**config.mk**
```make
export PLATFORM = sky130hd
export DESIGN_NAME = quantum_arb
export DESIGN_NICKNAME = d
export VERILOG_FILES = /design/src/rtl/quantum_pkg.sv /design/src/rtl/rr_pick.sv /design/src/rtl/quantum_arb.sv
export SDC_FILE = /design/constraint.sdc
export NUM_CORES = 1
export LEC_CHECK = 0
export BUFFER_PORTS_ARGS = -buffer_cell sky130_fd_sc_hd__buf_2
export CAP_MARGIN = 10
export CORE_MARGIN = 3
export CORE_UTILIZATION = 44
export DETAILED_ROUTE_END_ITERATION = 6
export HOLD_SLACK_MARGIN = 0.05
export MAX_ROUTING_LAYER = met4
export PLACE_DENSITY = 0.85
export SYNTH_ARGS = -nofsm -noshare
export SYNTH_HDL_FRONTEND = slang
export SYNTH_SLANG_ARGS = --single-unit
```
**constraint.sdc**
```tcl
create_clock -name clk -period 4.08 [get_ports clk]
set_clock_uncertainty 0.2 [all_clocks]
set_input_delay 0.408 -clock clk [delete_from_list [all_inputs] [get_ports clk]]
set_output_delay 0.408 -clock clk [all_outputs]
set_load 0.02 [all_outputs]
```
**src/rtl/quantum_pkg.sv**
```systemverilog
// quantum_pkg: shared constants and FSM state type for the quantum register bank arbiter
package quantum_pkg;
  localparam int QR_DW = 16;
  localparam logic [QR_DW-1:0] QR_RW_BASE = 16'h0000;
  localparam logic [QR_DW-1:0] QR_RO_BASE = 16'h0020;
  localparam logic [QR_DW-1:0] QR_END = 16'h0040;
  typedef enum logic [1:0] {IDLE, ISSUE, COMMIT, DONE} state_t;
endpackage

```
**src/rtl/rr_pick.sv**
```systemverilog
// rr_pick: combinational round-robin picker, first set request at or above i_ptr with wrap
module rr_pick #(
  parameter int N = 2,
  parameter int IW = $clog2(N)
) (
  input  logic [N-1:0]  i_req,
  input  logic [IW-1:0] i_ptr,
  output logic [N-1:0]  o_gnt,
  output logic [IW-1:0] o_idx,
  output logic          o_any
);
  always_comb begin
    o_idx = '0;
    for (int k = N - 1; k >= 0; k--)
      if (i_req[(int'(i_ptr) + k) % N]) o_idx = IW'((int'(i_ptr) + k) % N);
    o_any = |i_req;
    o_gnt = o_any ? (N'(1) << o_idx) : '0;
  end
endmodule

```
**src/rtl/quantum_arb.sv**
```systemverilog
// quantum_arb: round-robin arbiter sharing the quantum register bank's two-cycle bus port
module quantum_arb
  import quantum_pkg::*;
#(
  parameter int N = 2
) (
  input  logic              clk,
  input  logic              rst,
  input  logic [N-1:0]      req,
  input  logic [N-1:0]      we,
  input  logic [N*16-1:0]   addr,
  input  logic [N*16-1:0]   wdata,
  output logic [N-1:0]      ack,
  output logic              err,
  output logic [QR_DW-1:0] rdata,
  output logic              m_hsel,
  output logic              m_hwrite,
  output logic [31:0]       m_haddr,
  output logic [31:0]       m_hwdata,
  input  logic [31:0]       m_hrdata
);
  localparam int IW = $clog2(N);
  state_t r_state, w_next;
  logic [IW-1:0] r_ptr, w_idx, w_ptr_next;
  logic [N-1:0] r_win_oh, w_req, w_gnt;
  logic r_we, r_err, w_any, w_go, w_unused;
  logic [QR_DW-1:0] r_addr, r_wdata, r_rdata;

  // The winner's req is still high during DONE, so mask it out of the re-arbitration.
  rr_pick #(.N(N), .IW(IW)) u_pick (
    .i_req(w_req),
    .i_ptr(r_ptr),
    .o_gnt(w_gnt),
    .o_idx(w_idx),
    .o_any(w_any)
  );

  always_comb begin
    w_req = (r_state == DONE) ? (req & ~r_win_oh) : req;
    w_go = ((r_state == IDLE) || (r_state == DONE)) && w_any;
    w_ptr_next = (w_idx == IW'(N - 1)) ? '0 : w_idx + IW'(1);
    w_next = (r_state == ISSUE) ? COMMIT : (r_state == COMMIT) ? DONE : w_go ? ISSUE : IDLE;
  end

  always_ff @(posedge clk) begin
    if (rst) begin
      r_state <= IDLE;
      r_ptr <= '0;
      r_win_oh <= '0;
      r_we <= 1'b0;
      r_addr <= '0;
      r_wdata <= '0;
      r_rdata <= '0;
      r_err <= 1'b0;
    end else begin
      r_state <= w_next;
      if (w_go) begin
        r_ptr <= w_ptr_next;
        r_win_oh <= w_gnt;
        r_we <= we[w_idx];
        r_addr <= addr[16*w_idx +: 16];
        r_wdata <= wdata[16*w_idx +: 16];
      end
      if (r_state == COMMIT) begin
        r_rdata <= m_hrdata[QR_DW-1:0];
        r_err <= (r_addr >= QR_END) || (r_we && (r_addr >= QR_RO_BASE));
      end
    end
  end

  assign w_unused = ^m_hrdata[31:16];
  assign ack = (r_state == DONE) ? r_win_oh : '0;
  assign err = (r_state == DONE) && r_err;
  assign rdata = r_rdata;
  assign m_hsel = (r_state == ISSUE);
  assign m_hwrite = (r_state == ISSUE) && r_we;
  assign m_haddr = {16'h0000, r_addr[15:2], 2'b00};
  assign m_hwdata = {16'h0000, r_wdata};
endmodule

```
## Word level (Yosys, flattened, before mapping)

Cells that the tools add are included.

- Bits in registers: 55
- Input port bits: 102
- Logic and storage cells: 50

- Add/subtract/negate cells: 2
- Magnitude comparators: 5
- Equal/unequal tests: 3
- Shift-type cells: 3
- Mux-type cells: 16
- Bitwise gates (word level): 3
- Reduce and logical (&&, ||, !) cells: 9

Operators with widths:

| cell | number |
|---|---|
| variable part select 32 x 6 -> 16 bit | 2 |
| >= comparator 16 x 6 -> 1 bit, second input constant | 1 |
| >= comparator 16 x 7 -> 1 bit, second input constant | 1 |
| 2-to-1 mux 1 bit | 11 |
| 2-to-1 mux 2 bit | 5 |
| == test 2 bit, second input constant | 2 |
| logical AND 1 bit | 4 |
| less-than comparator 1 x 2 -> 1 bit, second input constant | 2 |
| OR reduction 2 bit | 2 |
| less-than comparator 2 x 3 -> 1 bit, second input constant | 1 |
| adder 1 bit, second input constant | 2 |
| AND 2 bit | 1 |
| == test 2 x 1 -> 1 bit, second input constant | 1 |
| logical NOT 2 bit | 1 |
| logical OR 1 bit | 2 |
| inverter 2 bit | 1 |
| left shift 1 x 1 -> 2 bit, first input constant | 1 |
| AND 1 bit, first input constant | 1 |

## Depth between registers and ports, before layout

- Depth in word-level cells: 10
- Mapped depth: 7

## Hierarchy

Synthesis repeated with hierarchy kept, for this count alone.

- Cell total of the unflattened synthesis: 279
- Area, all modules: 2671.3 um^2

By module, submodules not included:

| module | times used | cells an instance | area each (um^2) | sequential area each (um^2) |
|---|---|---|---|---|
| quantum_arb | 1 | 274 | 2638.8 | 1061.0 |
| rr_pick | 1 | 5 | 32.5 | 0.0 |

## Worst setup path before layout

No wires, ideal clock.

- Kind: reg-to-reg
- Start point: register r_state[0]
- End point: register r_addr[12]
- Arrival: 1480 ps
- Required time: 3801 ps
- Setup slack: 2321 ps
- Stages on the path, launching flop included: 7
- Buffers on the path: 1
- Period minus slack after synthesis: 1759 ps
- Path through: dfxtp_1 ha_1 a21boi_2 a21boi_4 buf_6 a21oi_1 a211oi_2

- Longest elaborated chain between the ends: 8
- Elaborated cells on any way between the ends: 14
- Those cells by class: eq/ne: 1; shift: 1; mux: 8; reduce/logical: 4

Ends and longest elaborated chain:

| what | line | RTL |
|---|---|---|
| start: declaration | quantum_arb.sv:23 | `state_t r_state, w_next;` |
| start signal: assignment | quantum_arb.sv:56 | `r_state <= w_next;` |
| == test 2 bit | quantum_arb.sv:39, quantum_arb.sv:40 |  |
| 2-to-1 mux 2 bit | quantum_arb.sv:39 | `w_req = (r_state == DONE) ? (req & ~r_win_oh) : req;` |
| 2-to-1 mux 1 bit (implied by the code) (3 in series) | rr_pick.sv:15 | `if (i_req[(int'(i_ptr) + k) % N]) o_idx = IW'((int'(i_ptr) + k) % N);` |
| 2-to-1 mux 1 bit (2 in series) | rr_pick.sv:15 |  |
| variable part select 32 x 6 -> 16 bit | quantum_arb.sv:61 | `r_addr <= addr[16*w_idx +: 16];` |
| end signal: assignment | quantum_arb.sv:61 |  |
| end: declaration | quantum_arb.sv:27 | `logic [QR_DW-1:0] r_addr, r_wdata, r_rdata;` |

Several ways; a longest one is shown, not always the timed one. The select of a mux whose other input is x is not followed.
A chain may end at the register's enable or synchronous reset.

## Worst setup path in the final report

- Start point: register r_state[0]
- End point: register r_ptr

- Longest elaborated chain between the ends: 9
- Elaborated cells on any way between the ends: 15
- Those cells by class: add/sub: 1; eq/ne: 1; mux: 9; reduce/logical: 4

Ends and longest elaborated chain:

| what | line | RTL |
|---|---|---|
| == test 2 bit | quantum_arb.sv:39, quantum_arb.sv:40 |  |
| 2-to-1 mux 2 bit | quantum_arb.sv:39 |  |
| 2-to-1 mux 1 bit (implied by the code) (3 in series) | rr_pick.sv:15 |  |
| 2-to-1 mux 1 bit (2 in series) | rr_pick.sv:15 |  |
| adder 1 bit | quantum_arb.sv:41 | `w_ptr_next = (w_idx == IW'(N - 1)) ? '0 : w_idx + IW'(1);` |
| 2-to-1 mux 1 bit | quantum_arb.sv:41 |  |
| end signal: assignment | quantum_arb.sv:58 | `r_ptr <= w_ptr_next;` |
| end: declaration | quantum_arb.sv:24 | `logic [IW-1:0] r_ptr, w_idx, w_ptr_next;` |

Several ways; a longest one is shown, not always the timed one. The select of a mux whose other input is x is not followed.

==> flow_summary.yaml <==
outcome:
  status: "finished, final reports clean"
clocking:
  cts.repair.resized: 0
  cts_tree: "yes"
  cts_buffers: 5
  hold_buffers: 0
  clk_pin_slew_ns: 0.10
  postCtsSetupBuffers: 0
  clk_path_buf_depth: 2
  clock_sink_count: 53
  clk_latency_ns: 0.30
  cts_root_buffer: "clkbuf_8"
  h-tree-depth: 2
floorplan:
  die_h_um: 83.96
  num_rows: 27
  coreArea_sq_um: 5675
  ios: 187
  start_util_pct: 47.11
  die_area_sq_um: 7048
  die_w_um: 83.96
logic_synthesis:
  synth-compound-area-share_pct: 19.61
  ys_ff_latch: 53
  synth_top_family_by_area: "compound AO/OA/AOI/OAI gates"
  synthAdderAreaFrac_pct: 1.404
  synth_area_sq_um: 2674
  synth_mux_area_share_pct: 5.990
  syn_area_per_cell_sq_um: 8.597
  synth-simple-area-share_pct: 13.57
  synthesis.instances: 311
  synth_xor_area_share_pct: 0
  synth_warnings: 0
  synth_seq_area_share_pct: 39.68
  ys_types: 26
grt:
  grt_max_degree: 53
  grt_pass1_wl_um: 10180
  grt_overflow_total: 0
  first_global_vias: 2210
  grt_antenna_before_repair: 0
  track_usage_pct: 17.97
layout:
  drive_above_1_share_pct: 36.78
  area_delta_synth_final_pct: 18.58
  antenna_cells: 0
  nets: 520
  fin_util_pct: 55.86
worst_hold_path:
  hp-class: "in -> reg"
routing:
  dr.pass1.iters: 4
  wl_um: 6329
  vias_per_cell: 4.787
  route.detailed.wl_per_inst_um: 12.97
  vias: 2336
  drt_iter0_drc: 92
  drc_errors: 0
  ant_nets: 0
pwr:
  ir_worst_vdd_mv: 0.3669
  pwr_density_cell_nw_per_um2: 783.7
  power_mw: 2.485
  p_leak_nw: 1.599
place:
  portBuffers: 132
  pre_cts_ws_ns: 1.658
  place.gp.congestion: 0.8044
  hpwl_um: 4622
setup_path:
  crit_arrival_ns: 2.40
  rrSetupSlack_ns: 1.67
  reg2reg_from: "r_state[0]$_SDFF_PP0_"
  worstSetupEndpoint: "r_ptr$_SDFFE_PP0P_"
  r2r_cells: 6
  critPathLaunchType: "flip-flop"
  crit_start: "r_state[0]$_SDFF_PP0_"
  crit_type: "reg -> reg"
  worstPathRequired_ns: 4.07
  crit_path_end_kind: "flip-flop"
  r2r-end: "r_ptr$_SDFFE_PP0P_"
  path_max_fanout: 21
sta:
  maxSlewViolCount: 0
  post-route-min-period_ns: 2.413
  hold_slack_ns: 0.1360
  slew_headroom_pct: 30.14
  fin_tns_setup_ns: 0
  setup_viol: 0
  finalHoldViolations: 0
  fmax_mhz: 414.4
  rsz0062_at_grt: "no"
  layout_setup_ws_ns: 1.667
  worstMarginPinSlew_ns: 1.048
  post-route-period-util_pct: 59.15
job:
  max_cap_viol_count: 0
==> flip-flops by register name, indices dropped and copies added, names as in the netlist <==
name and count:
r_addr 14, rdata 16, r_win_oh 2, r_wdata 16
r_we 1, r_err 1, r_state 2, r_ptr 1
==> critical path, cell delays in order, from the launching register on <==
cell      delay [ns]
dfxtp_1         0.34
ha_1            0.27
a21boi_2        0.30
o21a_1          0.52
buf_4           0.36
a21oi_1         0.12
a21boi_0        0.17
==> placed cells by master (no fill, tap or decap), types with 2 or more instances in the layout <==
cell type | Yosys | routed
o21a_1 | 2 | 2
and2_1 | 4 | 4
nor3_1 | 2 | 2
nor2_1 | 50 | 50
buf_2 | 2 | 132
a211oi_1 | 25 | 25
ha_1 | 3 | 3
dfxtp_1 | 53 | 53
nand2_1 | 33 | 33
a211oi_2 | 6 | 6
inv_1 | 3 | 3
a21boi_2 | 2 | 2
a21oi_1 | 34 | 34
conb_1 | 1 | 34
mux2i_1 | 16 | 16
buf_4 | 57 | 2
clkbuf_8 | 0 | 6
==> how the worst min path moves through the flow <==
stage,startpoint,end,depth (start not counted)
after floorplan,r_win_oh[1]$_SDFFE_PP0P_,r_win_oh[1]$_SDFFE_PP0P_,2
after global placement,rdata[15]$_SDFFE_PP0P_,rdata[15]$_SDFFE_PP0P_,2
after detailed placement,r_win_oh[1]$_SDFFE_PP0P_,r_win_oh[1]$_SDFFE_PP0P_,2
after CTS,m_hrdata[10],rdata[10]$_SDFFE_PP0P_,3
after global routing,m_hrdata[11],rdata[11]$_SDFFE_PP0P_,3
final,m_hrdata[10],rdata[10]$_SDFFE_PP0P_,3
==> synthesized netlist by cell type <==
| master | instances | area share, % |
|---|---|---|
| mux2i_1 | 16 | 6.0 |
| buf_4 | 57 | 16 |
| nor2_1 | 50 | 7.0 |
| a211oi_2 | 6 | 2.8 |
| o21ai_2 | 1 | 0.33 |
| conb_1 | 1 | 0.14 |
| and2_1 | 4 | 0.94 |
| clkbuf_1 | 6 | 0.84 |
| dfxtp_1 | 53 | 40 |
| a21boi_4 | 1 | 0.70 |
| nand2_1 | 33 | 4.6 |
| a311oi_1 | 1 | 0.33 |
| nor4b_1 | 1 | 0.33 |
| o21a_1 | 2 | 0.56 |
| a211oi_1 | 25 | 7.0 |
| or4_1 | 1 | 0.28 |
| a21bo_2 | 1 | 0.37 |
| buf_6 | 4 | 1.7 |
| nor3_1 | 2 | 0.37 |
| buf_2 | 2 | 0.37 |
| ha_1 | 3 | 1.4 |
| a21oi_1 | 34 | 6.4 |
| a21boi_0 | 1 | 0.28 |
| clkbuf_4 | 1 | 0.28 |
| a21boi_2 | 2 | 0.84 |
| inv_1 | 3 | 0.42 |
==> layer usage <==
| metal | wire length (um) | share of wire, % | global-route usage, % | vias to the layer above |
|---|---|---|---|---|
| met5 | 0 | 0 | - | - |
| met4 | 68 | 1.1 | 4.386 | 0 |
| met3 | 488 | 7.7 | 3.455 | 6 |
| met2 | 3148 | 50 | 32.03 | 105 |
| met1 | 2623 | 41 | 20.73 | 1059 |
| li1 | - | - | - | 1166 |
==> cell type report <==
type / count / area, sq um
Inverter: 3 / 11.26
Fill cell: 540 / 2505
Clock buffer: 6 / 82.58
Clock inverter: 2 / 37.54
Timing Repair Buffer: 134 / 675.6
Multi-Input combinational cell: 218 / 1212
Sequential cell: 53 / 1061
Tap cell: 72 / 90.09
==> through the flow <==
| stage | std cells | instance area (sq um) |
|---|---|---|
| after floorplan | 344 | 2798 |
| after global placement | 480 | 3050 |
| after detailed placement | 480 | 3050 |
| after CTS | 488 | 3171 |
| after global routing | 488 | 3171 |
| final | 488 | 3171 |
==> report_power, final <==
part / internal [mW] / switching (mW)
combinational: 0.447 / 0.814
sequential: 0.732 / 0.122
clock: 0.200 / 0.170
total: 1.38 / 1.11
==> cell families after synthesis <==
group	count (synthesis)
flops	53
simple gates	91
other cells	1
mux	16
fa+ha+maj	3
compound gates	74
buf+inv	73
Power figures use the tool's default switching activity.
